File: src/rtl/table_load_sequencer.sv
// Streams one header-described payload into NUM_TABLES config tables, then the inbound buffer.
// Optional abort/err handshake is compiled in with `define LOADER_ABORT_EN.
module table_load_sequencer #(
  parameter int NUM_TABLES = 9,
  parameter int ADDR_W     = 8,
  parameter int DATA_W     = 64
) (
  input  logic                  clk,
  input  logic                  rst,
  input  logic                  start_i,
  input  logic [ADDR_W-1:0]     num_entry_cfg_i,
  input  logic [ADDR_W-1:0]     num_entry_inb_i,
  input  logic [DATA_W-1:0]     s_data_i,
  input  logic                  s_valid_i,
  output logic                  s_ready_o,
  output logic [ADDR_W-1:0]     wr_addr_o,
  output logic [DATA_W-1:0]     wr_data_o,
  output logic [NUM_TABLES-1:0] wr_en_o,
  output logic [ADDR_W-1:0]     wr_addr_inb_o,
  output logic                  wr_en_inb_o,
  output logic                  busy_o,
`ifdef LOADER_ABORT_EN
  input  logic                  abort_i,
  output logic                  err_o,
`endif
  output logic                  done_o
);

  // state  | meaning
  // S_IDLE | waiting for start, counts not yet latched
  // S_CFG  | loading table tbl_q at addr_q
  // S_INB  | loading inbound buffer at addr_inb_q
  // S_DONE | one-cycle completion, done_o high
  typedef enum logic [1:0] {S_IDLE, S_CFG, S_INB, S_DONE} state_e;

  localparam int TBL_W = (NUM_TABLES > 1) ? $clog2(NUM_TABLES) : 1;
  localparam logic [TBL_W-1:0] LAST_TBL = TBL_W'(NUM_TABLES - 1);

  state_e                state_q, state_d;
  logic [ADDR_W-1:0]     cfg_q, cfg_d;
  logic [ADDR_W-1:0]     inb_q, inb_d;
  logic [ADDR_W-1:0]     addr_q, addr_d;
  logic [TBL_W-1:0]      tbl_q, tbl_d;
  logic [ADDR_W-1:0]     addr_inb_q, addr_inb_d;
  logic [NUM_TABLES-1:0] wr_en_q, wr_en_d;
  logic [ADDR_W-1:0]     wr_addr_q, wr_addr_d;
  logic [DATA_W-1:0]     wr_data_q, wr_data_d;
  logic                  wr_en_inb_q, wr_en_inb_d;
  logic [ADDR_W-1:0]     wr_addr_inb_q, wr_addr_inb_d;
  logic [NUM_TABLES-1:0] tbl_hot;
  logic                  abort_w;
  logic                  xfer;

`ifdef LOADER_ABORT_EN
  logic err_q, err_d;
  assign abort_w = abort_i;
  assign err_d   = abort_i & ((state_q == S_CFG) | (state_q == S_INB));
  assign err_o   = err_q;
`else
  assign abort_w = 1'b0;
`endif

  assign s_ready_o = (state_q == S_CFG) | (state_q == S_INB);
  // The beat offered in an abort cycle is dropped even though s_ready_o is high.
  assign xfer      = s_valid_i & s_ready_o & ~abort_w;

  always_comb begin
    tbl_hot = '0;
    for (int i = 0; i < NUM_TABLES; i++) tbl_hot[i] = (tbl_q == TBL_W'(i));
  end

  always_comb begin
    state_d       = state_q;
    cfg_d         = cfg_q;
    inb_d         = inb_q;
    addr_d        = addr_q;
    tbl_d         = tbl_q;
    addr_inb_d    = addr_inb_q;
    wr_en_d       = '0;
    wr_en_inb_d   = 1'b0;
    wr_addr_d     = wr_addr_q;
    wr_data_d     = wr_data_q;
    wr_addr_inb_d = wr_addr_inb_q;
    case (state_q)
      S_IDLE: begin
        if (start_i) begin
          cfg_d      = num_entry_cfg_i;
          inb_d      = num_entry_inb_i;
          addr_d     = '0;
          tbl_d      = '0;
          addr_inb_d = '0;
          if (num_entry_cfg_i != '0)      state_d = S_CFG;
          else if (num_entry_inb_i != '0) state_d = S_INB;
          else                            state_d = S_DONE;
        end
      end
      S_CFG: begin
        if (abort_w) begin
          state_d = S_IDLE;
        end else if (xfer) begin
          wr_en_d   = tbl_hot;
          wr_addr_d = addr_q;
          wr_data_d = s_data_i;
          if (addr_q == cfg_q - ADDR_W'(1)) begin
            addr_d = '0;
            if (tbl_q == LAST_TBL) begin
              tbl_d   = '0;
              state_d = (inb_q != '0) ? S_INB : S_DONE;
            end else begin
              tbl_d = tbl_q + TBL_W'(1);
            end
          end else begin
            addr_d = addr_q + ADDR_W'(1);
          end
        end
      end
      S_INB: begin
        if (abort_w) begin
          state_d = S_IDLE;
        end else if (xfer) begin
          wr_en_inb_d   = 1'b1;
          wr_addr_inb_d = addr_inb_q;
          wr_data_d     = s_data_i;
          if (addr_inb_q == inb_q - ADDR_W'(1)) begin
            addr_inb_d = '0;
            state_d    = S_DONE;
          end else begin
            addr_inb_d = addr_inb_q + ADDR_W'(1);
          end
        end
      end
      S_DONE:  state_d = S_IDLE;
      default: state_d = S_IDLE;
    endcase
  end

  always_ff @(posedge clk) begin
    if (rst) begin
      state_q       <= S_IDLE;
      cfg_q         <= '0;
      inb_q         <= '0;
      addr_q        <= '0;
      tbl_q         <= '0;
      addr_inb_q    <= '0;
      wr_en_q       <= '0;
      wr_addr_q     <= '0;
      wr_data_q     <= '0;
      wr_en_inb_q   <= 1'b0;
      wr_addr_inb_q <= '0;
`ifdef LOADER_ABORT_EN
      err_q         <= 1'b0;
`endif
    end else begin
      state_q       <= state_d;
      cfg_q         <= cfg_d;
      inb_q         <= inb_d;
      addr_q        <= addr_d;
      tbl_q         <= tbl_d;
      addr_inb_q    <= addr_inb_d;
      wr_en_q       <= wr_en_d;
      wr_addr_q     <= wr_addr_d;
      wr_data_q     <= wr_data_d;
      wr_en_inb_q   <= wr_en_inb_d;
      wr_addr_inb_q <= wr_addr_inb_d;
`ifdef LOADER_ABORT_EN
      err_q         <= err_d;
`endif
    end
  end

  assign wr_en_o       = wr_en_q;
  assign wr_addr_o     = wr_addr_q;
  assign wr_data_o     = wr_data_q;
  assign wr_en_inb_o   = wr_en_inb_q;
  assign wr_addr_inb_o = wr_addr_inb_q;
  assign busy_o        = (state_q != S_IDLE);
  assign done_o        = (state_q == S_DONE);

endmodule
File: config.mk
export PLATFORM = sky130hd
export DESIGN_NAME = table_load_sequencer
export DESIGN_NICKNAME = d
export VERILOG_FILES = /design/src/rtl/table_load_sequencer.sv
export SDC_FILE = /design/constraint.sdc
export NUM_CORES = 1
export LEC_CHECK = 0
export ABC_AREA = 1
export CAP_MARGIN = 5
export CORE_AREA = 4 4 133 135
export CTS_CLUSTER_DIAMETER = 150
export DETAILED_ROUTE_END_ITERATION = 16
export DIE_AREA = 0 0 137 139
export PLACE_DENSITY = 0.65
export SLEW_MARGIN = 15
export SYNTH_ARGS = -nofsm -noshare
export SYNTH_HDL_FRONTEND = slang
export SYNTH_SLANG_ARGS = --single-unit
File: constraint.sdc
create_clock -name clk -period 1.83 [get_ports clk]
set_input_delay 0.366 -clock clk [delete_from_list [all_inputs] [get_ports clk]]
set_output_delay 0.366 -clock clk [all_outputs]
set_load 0.02 [all_outputs]
==> reports/metrics.yaml <==
status:
  outcome: "finished clean"
timing:
  slew_violations: 0
  worst_pin_slew_ns: 0.358
  max_freq_mhz: 561
  slew_headroom: 0.759
  layout_min_cycle_time_ns: 1.78
  rsz0062_at_grt: "yes"
  hold_viol: 0
  whs_ns: 0.457
  finalSetupViolations: 0
  fin_skew_ns: 0.0143
  fin_crit_sh: 0.975
worst_setup_path:
  endpoint_kind: "register"
  crit_family: "simple AND/OR/NAND/NOR gates"
  cp.arrival_ns: 2.08
  crit_buf_inv: 1
  worst_setup_path_start_kind: "register"
  required_ns: 2.12
  max_stage_delay_ns: 0.33
  crit_type: "register to register"
  rr_startpoint: "cfg_q[1]"
  worst_path_most_repeated_cell: "nand2_4"
  crit_fanout: 7
  cp_slowest_cell: "dfxtp_2"
  path_cells: "inv_2, ha_4, nand2_1, nor2_1, nand3_1, nand2_1, nand3_1, nor2_2, nand2_2, nand2_4, nand2_4, nand2_4, o22ai_1"
  crit_path_start: "cfg_q[1]"
clock_tree:
  clkTransAtPathRegs_ns: 0.06
  cts_hold_buf: 0
  cts-root-buf: "clkbuf_16"
  cts_tree: "yes"
  clock_latency_ns: 0.42
  cts.path.max_buffers: 2
  htreeDepth: 4
  cts_sinks: 128
  cts_buffers: 17
route:
  ant_nets: 0
  first_iter_violations: 233
  wl_per_cell_um: 13.5
  vias: 5304
  vias_per_cell: 4.58
  dr.pass1.iters: 5
  drc: 0
  wirelength_um: 15700
finish:
  stdcell_count: 1159
  fill_cells: 1595
  drive_gt1_frac: 0.117
  diodes: 0
  multi_input_comb_area_um2: 2580
  nets: 1022
  area_growth_pct: 54.4
  seqCellArea_um2: 2570
grt:
  grt.overflow.total: 0
  grt_usage: 0.167
  grt_pass1_vias: 5058
  grt_max_degree: 61
  grt_pass1_wl_um: 25400
  antenna_found_initial: 0
placed_design:
  dpl.cell_count: 1124
  place.gp.congestion: 0.843
  portBuffers: 176
  dp_hpwl_um: 11200
run:
  drv_cap: 0
power:
  power_density_nw_per_um2: 1550
  leakage_nw: 3.34
  ir_drop_uv: 773
  total_power_mw: 12.9
die:
  num_rows: 47
  core_um2: 16500
  dieArea_um2: 19000
  die_h_um: 139
  start_util: 0.328
  io_pins: 177
  die_w_um: 137
hold_path:
  hp-start: "wr_addr_o[0]"
  hp-class: "register to register"
synth:
  postSynthCellCount: 730
  synth_async_sr_flop_share: 0
  synth.distinct_cells: 35
  synth_edf_count: 0
  ys_seq_area_frac: 0.474
  synth_ff_type: "dfxtp_1"
  synth_seq_cells: 128
  syn-cell-area_um2: 5400
  yosysWarnings: 0
  synth.avg_cell_area_um2: 7.40
  synth_nets: 826
## report_power, final
group / internal, mW / switching, mW
Clock: 2.46 / 1.24
Sequential: 3.42 / 0.369
Combinational: 2.32 / 3.12
Total: 8.20 / 4.73
## flip-flops by register name, indices dropped and copies added, names as in the netlist
signal         flops
wr_addr_inb_o      8
addr_q             8
wr_data_o         64
wr_addr_o          8
cfg_q              8
tbl_q              4
wr_en_inb_o        1
inb_q              8
addr_inb_q         8
state_q            2
wr_en_o            9
## logic make-up after synthesis
logic type / Yosys count / synth area share
AND/OR/NAND/NOR: 351 / 0.283
AO/OA/AOI/OAI: 137 / 0.129
flip-flops: 128 / 0.474
buffers and inverters: 89 / 0.0646
XOR/XNOR: 13 / 0.0211
adder cells (fa/ha/maj): 12 / 0.0278
## cell usage in the layout, fill, tap and decap left out, types with 8 or more instances in the layout
cell,count
nor3_1,15
clkdlybuf4s50_1,172
o21ai_0,93
ha_1,8
clkbuf_16,17
nor2_1,181
xor2_1,10
nand2_1,85
nand3_1,32
inv_1,46
inv_2,8
buf_4,29
dfxtp_1,123
a21oi_1,38
## worst register-to-register path: stages, from the launching register on
cell	delay, ns
dfxtp_2	0.33
inv_2	0.08
ha_4	0.16
nand2_1	0.09
nor2_1	0.12
nand3_1	0.09
nand2_1	0.07
nand3_1	0.11
nor2_2	0.13
nand2_2	0.10
nand2_4	0.13
nand2_4	0.08
nand2_4	0.11
o22ai_1	0.07
## layout make-up
cell class,count,share of cell area
repair buffers,210,0.247
clock inverters,9,0.0217
clock buffers,23,0.0549
multi-input cells,513,0.309
flip-flops and latches,128,0.308
inverters,56,0.0261
well taps,220,0.0330
## layer usage
| layer | up-vias | global-route usage | wire length (um) |
|---|---|---|---|
| met5 | - | 0 | 0 |
| met1 | 2361 | 0.191 | 6440 |
| met3 | 17 | 0.0947 | 1670 |
| met2 | 175 | 0.268 | 7360 |
| li1 | 2751 | - | - |
| met4 | 0 | 0.0467 | 215 |
## Yosys cell counts, types with 2 or more instances
cell      number  share of area
buf_1          5         0.0035
nor2_2         2         0.0023
nor3_2         3         0.0056
nand4_1        3         0.0035
dfxtp_1      128           0.47
nor4_1         6         0.0069
xnor2_1        3         0.0049
a21oi_1       38          0.035
nor3b_1        3         0.0042
nor2_1       183           0.13
o21ai_2        2         0.0032
clkbuf_2       2         0.0019
ha_1          12          0.028
buf_2          3         0.0028
nand2_2        4         0.0046
nand2_4        5          0.010
o21ai_0       95          0.088
clkbuf_1      22          0.015
inv_2          2         0.0014
inv_1         53          0.037
nand3_1       32          0.030
nor3_1        15          0.014
nand2_1       88          0.061
xor2_1        10          0.016
## timing repair
item / CTS / global route
gates cloned: 0 / 0
setup buffers: 0 / 3
resized for setup: 9 / 32
pin swaps: 0 / 14
endpoints found under the setup margin: 3 / 41
## metrics by stage
step	worst slack (ns)	util	area (um2)	setup TNS, ns
after global routing	-0.0975	0.507	8340	-0.663
after CTS	0.00150	0.500	8230	0
final	0.0461	0.507	8340	0
after floorplan	0.0592	-	5420	0
after global placement	-0.131	0.462	7600	-0.557
after detailed placement	-0.139	0.462	7600	-1.06
## final timing paths
check                      end  slack [ns]  depth (start not counted)
setup / recovery      tbl_q[1]        0.05                         13
hold / removal    wr_addr_o[0]        0.46                          2
hold reg to reg   wr_addr_o[0]        0.46                          2
setup reg to reg      tbl_q[1]        0.05                         13
Power figures use the tool's default switching activity.
